--- src/rtl/vm_pkg.sv ---
// Shared types and constants for the vending-machine change dispenser:
// coin bus encoding, coin values in cents and the dispenser FSM states.
package vm_pkg;

  typedef enum logic [1:0] {
    COIN_NONE    = 2'd0,
    COIN_NICKEL  = 2'd1,
    COIN_DIME    = 2'd2,
    COIN_QUARTER = 2'd3
  } coin_t;

  localparam int VAL_NICKEL  = 5;
  localparam int VAL_DIME    = 10;
  localparam int VAL_QUARTER = 25;

  typedef enum logic [1:0] {
    IDLE   = 2'd0,
    SELECT = 2'd1,
    EMIT   = 2'd2,
    DONE   = 2'd3
  } chg_state_t;

endpackage

--- src/rtl/vm_coin_inventory.sv ---
// Per-denomination saturating coin counters (index 0=N, 1=D, 2=Q).
// A refill and a dispensed-coin decrement may hit the same counter in one cycle.
module vm_coin_inventory
  import vm_pkg::*;
#(
  parameter int INV_W = 6
) (
  input  logic             clk,
  input  logic             rst,
  input  logic             load_valid,
  input  logic [1:0]       load_coin,
  input  logic [INV_W-1:0] load_count,
  input  logic             dec_valid,
  input  logic [1:0]       dec_coin,
  output logic [INV_W-1:0] inv_n,
  output logic [INV_W-1:0] inv_d,
  output logic [INV_W-1:0] inv_q
);

  logic [2:0][INV_W-1:0] r_cnt;
  logic [2:0][INV_W-1:0] w_nxt;

  for (genvar g = 0; g < 3; g++) begin : g_cnt
    logic [INV_W-1:0] w_add;
    logic             w_dec;
    logic [INV_W:0]   w_sum;

    assign w_add = (load_valid && load_coin == 2'(g + 1)) ? load_count : '0;
    assign w_dec = dec_valid && dec_coin == 2'(g + 1);
    // Decrement only happens on a non-empty counter, so the sum cannot wrap low.
    assign w_sum = {1'b0, r_cnt[g]} + {1'b0, w_add} - (INV_W+1)'(w_dec);
    assign w_nxt[g] = w_sum[INV_W] ? '1 : w_sum[INV_W-1:0];
  end

  always_ff @(posedge clk) begin
    if (rst) r_cnt <= '0;
    else     r_cnt <= w_nxt;
  end

  assign inv_n = r_cnt[0];
  assign inv_d = r_cnt[1];
  assign inv_q = r_cnt[2];

endmodule

--- src/rtl/vm_change_dispenser.sv ---
// Greedy largest-coin-first change dispenser, one coin per hopper handshake.
// Define VM_CHANGE_INV_EN to enable inventory tracking, refill and inventory-gated selection.
module vm_change_dispenser
  import vm_pkg::*;
#(
  parameter int AMT_W = 8,
  parameter int INV_W = 6
) (
  input  logic             clk,
  input  logic             rst,
  input  logic             chg_valid,
  input  logic [AMT_W-1:0] chg_amt,
  output logic             chg_ready,
  output logic [1:0]       coin_out,
  output logic             coin_valid,
  input  logic             coin_ack,
  output logic             done,
  output logic             short,
  output logic [AMT_W-1:0] short_amt,
  input  logic             load_valid,
  input  logic [1:0]       load_coin,
  input  logic [INV_W-1:0] load_count,
  output logic [INV_W-1:0] inv_n,
  output logic [INV_W-1:0] inv_d,
  output logic [INV_W-1:0] inv_q
);

  localparam logic [AMT_W-1:0] C_VAL_N = AMT_W'(VAL_NICKEL);
  localparam logic [AMT_W-1:0] C_VAL_D = AMT_W'(VAL_DIME);
  localparam logic [AMT_W-1:0] C_VAL_Q = AMT_W'(VAL_QUARTER);

  chg_state_t       r_state, w_next;
  logic [AMT_W-1:0] r_rem;
  coin_t            r_coin;
  logic             r_done, r_short;
  logic [AMT_W-1:0] r_short_amt;

  coin_t            w_pick;
  logic [AMT_W-1:0] w_coin_val;
  logic             w_ack;
  logic             w_has_n, w_has_d, w_has_q;

  assign w_ack = (r_state == EMIT) && coin_ack;

`ifdef VM_CHANGE_INV_EN
  vm_coin_inventory #(.INV_W(INV_W)) u_inv (
    .clk        (clk),
    .rst        (rst),
    .load_valid (load_valid),
    .load_coin  (load_coin),
    .load_count (load_count),
    .dec_valid  (w_ack),
    .dec_coin   (r_coin),
    .inv_n      (inv_n),
    .inv_d      (inv_d),
    .inv_q      (inv_q)
  );
  assign w_has_n = (inv_n != '0);
  assign w_has_d = (inv_d != '0);
  assign w_has_q = (inv_q != '0);
`else
  logic w_unused_load;
  assign w_unused_load = ^{load_valid, load_coin, load_count};
  assign inv_n   = '1;
  assign inv_d   = '1;
  assign inv_q   = '1;
  assign w_has_n = 1'b1;
  assign w_has_d = 1'b1;
  assign w_has_q = 1'b1;
`endif

  // A coin qualifies only if it fits in the remainder, so rem never underflows.
  always_comb begin
    w_pick = COIN_NONE;
    if (w_has_q && r_rem >= C_VAL_Q)      w_pick = COIN_QUARTER;
    else if (w_has_d && r_rem >= C_VAL_D) w_pick = COIN_DIME;
    else if (w_has_n && r_rem >= C_VAL_N) w_pick = COIN_NICKEL;
  end

  always_comb begin
    w_coin_val = '0;
    case (r_coin)
      COIN_NICKEL:  w_coin_val = C_VAL_N;
      COIN_DIME:    w_coin_val = C_VAL_D;
      COIN_QUARTER: w_coin_val = C_VAL_Q;
      default:      w_coin_val = '0;
    endcase
  end

  always_comb begin
    w_next = r_state;
    case (r_state)
      IDLE:    if (chg_valid && chg_ready) w_next = SELECT;
      SELECT:  w_next = (w_pick == COIN_NONE) ? DONE : EMIT;
      EMIT:    if (coin_ack) w_next = SELECT;
      DONE:    w_next = IDLE;
      default: w_next = IDLE;
    endcase
  end

  always_ff @(posedge clk) begin
    if (rst) begin
      r_state     <= IDLE;
      r_rem       <= '0;
      r_coin      <= COIN_NONE;
      r_done      <= 1'b0;
      r_short     <= 1'b0;
      r_short_amt <= '0;
    end else begin
      r_state     <= w_next;
      r_done      <= 1'b0;
      r_short     <= 1'b0;
      r_short_amt <= '0;
      case (r_state)
        IDLE: if (chg_valid) r_rem <= chg_amt;
        SELECT: begin
          if (w_pick != COIN_NONE) begin
            r_coin <= w_pick;
          end else begin
            r_done      <= 1'b1;
            r_short     <= (r_rem != '0);
            r_short_amt <= r_rem;
          end
        end
        EMIT: if (w_ack) r_rem <= r_rem - w_coin_val;
        default: ;
      endcase
    end
  end

  assign chg_ready  = (r_state == IDLE) && !rst;
  assign coin_valid = (r_state == EMIT);
  assign coin_out   = r_coin;
  assign done       = r_done;
  assign short      = r_short;
  assign short_amt  = r_short_amt;

endmodule

--- config.mk ---
export PLATFORM = sky130hd
export DESIGN_NAME = vm_change_dispenser
export DESIGN_NICKNAME = d
export VERILOG_FILES = /design/src/rtl/vm_pkg.sv /design/src/rtl/vm_coin_inventory.sv /design/src/rtl/vm_change_dispenser.sv
export SDC_FILE = /design/constraint.sdc
export NUM_CORES = 1
export LEC_CHECK = 0
export ABC_AREA = 1
export CAP_MARGIN = 40
export CORE_MARGIN = 2
export CORE_UTILIZATION = 45
export DETAILED_ROUTE_END_ITERATION = 10
export GPL_ROUTABILITY_DRIVEN = 1
export PLACE_DENSITY = 0.87
export SLEW_MARGIN = 10
export SYNTH_ARGS = -nofsm -noshare
export SYNTH_HDL_FRONTEND = slang
export SYNTH_SLANG_ARGS = --single-unit
--- constraint.sdc ---
create_clock -name clk -period 2.9 [get_ports clk]
set_clock_uncertainty 0.1 [all_clocks]
set_input_delay 0.725 -clock clk [delete_from_list [all_inputs] [get_ports clk]]
set_output_delay 0.725 -clock clk [all_outputs]
set_load 0.01 [all_outputs]
== Word-level counts from Yosys, hierarchy flattened ==
Index checks and enable logic that the tools add are counted.
Word-level totals
  word-level logic and storage cells: 47
  flip-flop bits (word level): 22
  bits in read-only memories: 0
  output and inout bits: 32
  memories kept: 0
  latch bits: 0
  input bits: 21
  RAM bits: 0
Operators by class
  div/mod/pow operators: 0
  reductions and logical operators: 14
  equality and inequality tests: 10
  bitwise gates (word level): 1
  add/sub/neg operators: 1
  muxes and demuxes: 12
  magnitude comparators: 3
  shifts and indexed selects: 0
  $mul: 0
Operator list (number)
  two-way mux 8 bit: 2
  case mux 8 bit (2 select lines): 1
  case mux 5 bit (3 select lines): 1
  equality test 2 bit, second input constant: 4
  >= comparator 8 x 3 -> 1 bit, second input constant: 1
  >= comparator 8 x 4 -> 1 bit, second input constant: 1
  >= comparator 8 x 5 -> 1 bit, second input constant: 1
  two-way mux 2 bit: 4
  case mux 2 bit (4 select lines): 1
  nonzero test 8 bit: 1
  subtractor 8 bit: 1
  equality test 2 x 1 -> 1 bit, second input constant: 2
  logical NOT 2 bit: 2
  != test 2 x 1 -> 1 bit, second input constant: 2
  != test 2 bit, second input constant: 2
  AND reduction 2 bit: 2
  nonzero test 2 bit: 2
  logical AND 1 bit: 3
  two-way mux 1 bit: 3
  AND reduction 3 bit: 1
  OR reduction 3 bit: 1
  OR reduction 2 bit: 1
  logical NOT 1 bit: 1
  NOT 1 bit: 1

== Longest topological paths before layout ==
  depth after elaboration: 7
  gate-level depth with buffers: 12
  depth with buffers taken out: 12

== Worst setup path before layout ==
Ideal clock, no wire load.
  path kind: reg-to-reg
  start: register r_coin[1], in the netlist coin_out[1]
  end: register r_rem[6]
  stages on the path, launching flop included: 11
  setup slack: 1.074 ns
  path buffers: 0
  period minus slack after synthesis: 1.826 ns
  data required time: 2.730 ns
  setup time: 0.070 ns
  arrival: 1.657 ns
  path through: dfxtp_1 > inv_1 > or2_2 > fa_1 > nand3_1 > nand2_1 > nand2_1 > nand2_1 > nand2_1 > nand3_1 > a21oi_1
Between the ends
  cells in the longest elaborated chain, start to end: 5
  elaborated cells on any way between the ends: 7
  classes of those cells: add/sub: 1; eq/ne: 3; mux: 3
RTL lines
  start: declaration: RTL line vm_change_dispenser.sv:34  | coin_t r_coin;
  start signal: assignment: RTL line vm_change_dispenser.sv:118  | r_coin <= w_pick;
  equality test 2 bit / equality test 2 x 1 -> 1 bit (equally long branches): RTL line vm_change_dispenser.sv:82  | case (r_coin)
  case mux 5 bit (3 select lines) (*): RTL line vm_change_dispenser.sv:82
  subtractor 8 bit (*): RTL line vm_change_dispenser.sv:125  | EMIT: if (w_ack) r_rem <= r_rem - w_coin_val;
  two-way mux 8 bit (*): RTL line vm_change_dispenser.sv:125
  case mux 8 bit (2 select lines) (*): RTL line vm_change_dispenser.sv:114  | case (r_state)
  end signal: assignment: RTL line vm_change_dispenser.sv:115  | IDLE: if (chg_valid) r_rem <= chg_amt;
  end signal: assignment: RTL line vm_change_dispenser.sv:125
  end: declaration: RTL line vm_change_dispenser.sv:33  | logic [AMT_W-1:0] r_rem;
Mark *: on every way between the ends. The rest lies on a longest branch, timed or not. The select of a mux whose other input is x is not followed.
A chain may end at the register's enable or synchronous reset.

== Worst setup path in the final report ==
  start: input rst
  end: output chg_ready
Between the ends
  cells in the longest elaborated chain, start to end: 2
RTL lines
  start: declaration: RTL line vm_change_dispenser.sv:10  | input logic rst,
  logical NOT 1 bit: RTL line vm_change_dispenser.sv:131  | assign chg_ready = (r_state == IDLE) && !rst;
  logical AND 1 bit: RTL line vm_change_dispenser.sv:131
  end: declaration: RTL line vm_change_dispenser.sv:13  | output logic chg_ready,
Every way passes these cells.

==> metrics list <==
- Capturing element type of the critical path: primary output
* Cells traversed along the worst timing path: clkdlybuf4s50_1, nor3_1, clkdlybuf4s50_1
* Clock period minus worst slack: 2670 ps
- Derived from the worst setup path, the maximum achievable clock frequency is 374 MHz.
- Path type of the worst setup path: input port to primary output
* Clk pin slew, worst setup/hold paths: 110 ps
- By instance count, the leading cell after synthesis is sky130_fd_sc_hd__nand2_1.
* Die span in y: 57.6 um
- Final antenna-violating net count: 0
- MaxCap Viol Count: 0
* Critical path destination: chg_ready
* Number of port buffers: 25
- Synth Register Bits: 22
- Start of the worst register-to-register path: coin_out[1]
- DRT Pass-1 Iters: 5
- The repair_antennas step left the layout with diodes totalling 0.
- Detailed placement finished with a half-perimeter wire length of 1.85 mm.
* Top cell by count, worst path: sky130_fd_sc_hd__clkdlybuf4s50_1
- Post-route met1 wirelength: 1.04 mm
- Gr ovfl total: 0
- Endpoints failing setup: 0
- Number of global-route vias before repair: 886
* Pin count of the biggest net entering global routing: 16
- The synthesized design contains 0 enable-type register cells.
- Depth of the worst register-to-register path: 10
- Instance count of the mapped netlist: 177
- Cell internal power was estimated by the tool at 517 uW.
* Worst-case hold slack: 411 ps
* Post-synthesis to final-layout area growth: 19.1%
* TritonCTS Buffers: 3
- Comb pwr share: 39.5%
- Post-route DRC violation count: 0
- In this run the count of I/O pins placed on the die edge is 53.
- Setup total negative slack on the finished layout was measured at 0 ps.
* Cell row count: 19
- Total power density per cell area: 538 nW/um^2
* Fraction of the yosys area taken by sequential cells: 34.0%
- Buffers added to address setup during post-CTS repair amount to 0.
- Routed wire per std cell: 9.95 um
- Number of antenna violations at the first check in global routing: 0
- Amount of wire on met2 after detailed routing: 1.10 mm
* Max layer used: met4
* Worst setup startpoint: rst
- Share of post-route cells with drive strength above 1: 7.25%
* Fraction of synthesis flops using an asynchronous set or reset pin: 0%
- Distinct cell type count of the synthesized netlist: 31
- Die W: 57.6 um
- In this run the number of H-tree levels came out at 1.
* Sequential cell fraction of total power: 43.8%
- Placer's final routability congestion estimate: 0.848
* Post-route clock period utilization: 92.2%
- The hold violation count in the final report was 0.
* Class of the tightest hold or removal check: register to register
- Destination of the worst register-to-register timing path: r_rem[6]
* Wire length after detailed routing: 2.37 mm
* Length of routed met3 wiring: 181 um
* Slew Viols, Final: 0
- In this run the worst path has a maximum fanout of 2.
- CP max stage delay: 550 ps
* Hold_buf cts: 0
- Mean cell area of the mapped netlist: 7.31 um^2
* All-layer global routing usage: 14.9%
- CTS saw 22 sinks.
- Drt initial violations: 27
- Clock tree buffer depth: 2
- Nature of the critical path startpoint: input port
- Sw frac: 37.7%
* VDD IR-drop max: 0.000477 V
- In this run the static leakage power is 0.733 nW.
- Register-to-Register Setup Slack: 970 ps
- TritonCTS built the clock tree.
- Ranked by instance count, the synthesized netlist is headed by sky130_fd_sc_hd__nand2_1 (40), sky130_fd_sc_hd__dfxtp_1 (22), sky130_fd_sc_hd__buf_4 (18), sky130_fd_sc_hd__inv_1 (18), sky130_fd_sc_hd__nor2_1 (16).
* Wire length of the first global-routing pass: 3.85 mm
* Core area: 2730 um^2
* Final Core Density: 56.4%
* Switching power: 312 uW
- Die area: 3320 um^2
- Data arrives at the worst endpoint at 1850 ps.
- The synthesized design devotes to its leading area cell type 34.0% of total area.
- Area of placed instances: 1520 um^2
- Setup repair after global routing left no endpoint under its margin.
- Detailed-route vias per instance: 4.68
- At the worst endpoint, the required time is 2080 ps.
- After synthesis the cells add up to 1290 um^2.
- Area contributors post-synth: sky130_fd_sc_hd__dfxtp_1 (34%), sky130_fd_sc_hd__nand2_1 (12%), sky130_fd_sc_hd__buf_4 (10%)
- Vias: 1,113
- Critical path's slowest cell: sky130_fd_sc_hd__clkdlybuf4s50_1
* Library cell used as clock root buffer: sky130_fd_sc_hd__clkbuf_4
- The finished cells cover 1540 um^2.
- The share of total power dissipated in the clock network is 16.7%.
- Gates resized during post-CTS repair numbered 0.
- Clock latency at the later pin of the worst-skew pair: 310 ps
- The largest total area in the synthesized netlist belongs to sky130_fd_sc_hd__dfxtp_1.
- Once the floorplan was initialized, standard cells occupied 47.3% of the core.
- The Yosys step of the flow raised 0 warnings.
* Final #Nets: 236
* Most used flip-flop cell after synthesis: sky130_fd_sc_hd__dfxtp_1
* Run status: completed
worst max-delay path, delay by kind of cell:
kind	cells	cell delay (ps)
buffers and inverters	2	980
and+or+nand+nor	1	140
through the flow:
| stage | setup slack (ps) | power [mW] | std cells |
|---|---|---|---|
| floorplan | 1070 | 0.627 | 198 |
| global placement | 227 | 0.686 | 235 |
| detailed placement | 220 | 0.696 | 235 |
| CTS | 211 | 0.832 | 238 |
| global route | 149 | 0.889 | 238 |
| finish | 227 | 0.830 | 238 |
worst min-delay path by stage:
stage,start,endpoint,cells past startpoint
after floorplan,r_rem[0],short_amt[0],2
after global placement,coin_out[1],coin_out[1],2
after detailed placement,coin_out[1],coin_out[1],2
after CTS,coin_out[1],coin_out[1],2
after global routing,coin_out[1],coin_out[1],2
final,coin_out[1],coin_out[1],2
cell families (layout without fill, tap and decap cells):
kind of cell | count (synthesis) | count (layout) | share of synthesized area (%)
flip-flops | 22 | 22 | 34.0
adder cells (fa/ha/maj) | 6 | 6 | 6.38
XOR/XNOR | 2 | 2 | 1.35
buffers and inverters | 41 | 50 | 18.1
other | 2 | 23 | 0.580
AO/OA/AOI/OAI | 30 | 30 | 13.1
AND/OR/NAND/NOR | 74 | 74 | 26.5
power by group through the flow:
| stage | combinational [mW] | sequential (mW) | clock (mW) |
|---|---|---|---|
| 2_1_floorplan | 0.259 | 0.368 | 0 |
| 3_3_place_gp | 0.316 | 0.369 | 0 |
| 3_5_place_dp | 0.326 | 0.370 | 0 |
| 4_1_cts | 0.328 | 0.363 | 0.141 |
| 5_1_grt | 0.370 | 0.368 | 0.151 |
| 6_report | 0.328 | 0.363 | 0.139 |
flip-flops by register name, summed over array words and instances (netlist names):
signal and flops:
r_rem 8, short_amt 8, coin_out 2, r_state 2
done 1, short 1
layer usage:
metal  vias up  GRT usage [%]
met4         0           4.98
met1       479           19.1
li1        591              -
met5         -              0
met3         5           4.02
met2        38           24.4
layout by cell type, fill, tap and decap left out:
cell type / n
sky130_fd_sc_hd__fa_1: 1
sky130_fd_sc_hd__clkdlybuf4s50_1: 25
sky130_fd_sc_hd__nand3_1: 8
sky130_fd_sc_hd__o21ai_2: 1
sky130_fd_sc_hd__dfxtp_1: 22
sky130_fd_sc_hd__nor2_1: 16
sky130_fd_sc_hd__inv_1: 18
sky130_fd_sc_hd__nand2_1: 40
sky130_fd_sc_hd__nor3_1: 1
sky130_fd_sc_hd__inv_2: 2
sky130_fd_sc_hd__nor2_8: 1
sky130_fd_sc_hd__nand3_2: 1
sky130_fd_sc_hd__nor3_2: 1
sky130_fd_sc_hd__or2_1: 1
sky130_fd_sc_hd__o21ai_0: 7
sky130_fd_sc_hd__a31oi_1: 4
sky130_fd_sc_hd__or2_2: 1
sky130_fd_sc_hd__nand2_4: 2
sky130_fd_sc_hd__nand2_2: 1
sky130_fd_sc_hd__o211ai_1: 1
sky130_fd_sc_hd__buf_4: 1
sky130_fd_sc_hd__xnor2_1: 2
sky130_fd_sc_hd__ha_1: 5
sky130_fd_sc_hd__or2_0: 1
sky130_fd_sc_hd__conb_1: 23
sky130_fd_sc_hd__a221oi_1: 1
sky130_fd_sc_hd__inv_6: 1
sky130_fd_sc_hd__o311ai_0: 1
sky130_fd_sc_hd__clkbuf_4: 3
sky130_fd_sc_hd__o21ai_1: 5
sky130_fd_sc_hd__a21oi_1: 10
cell type report:
class / instances / area, um^2
fillers: 254 / 1190
multi-input cells: 135 / 698
flip-flops and latches: 22 / 440
repair buffers: 26 / 258
inverters: 21 / 83.8
well taps: 31 / 38.8
clock buffers: 3 / 22.5
(Power assumes the default switching activity.)
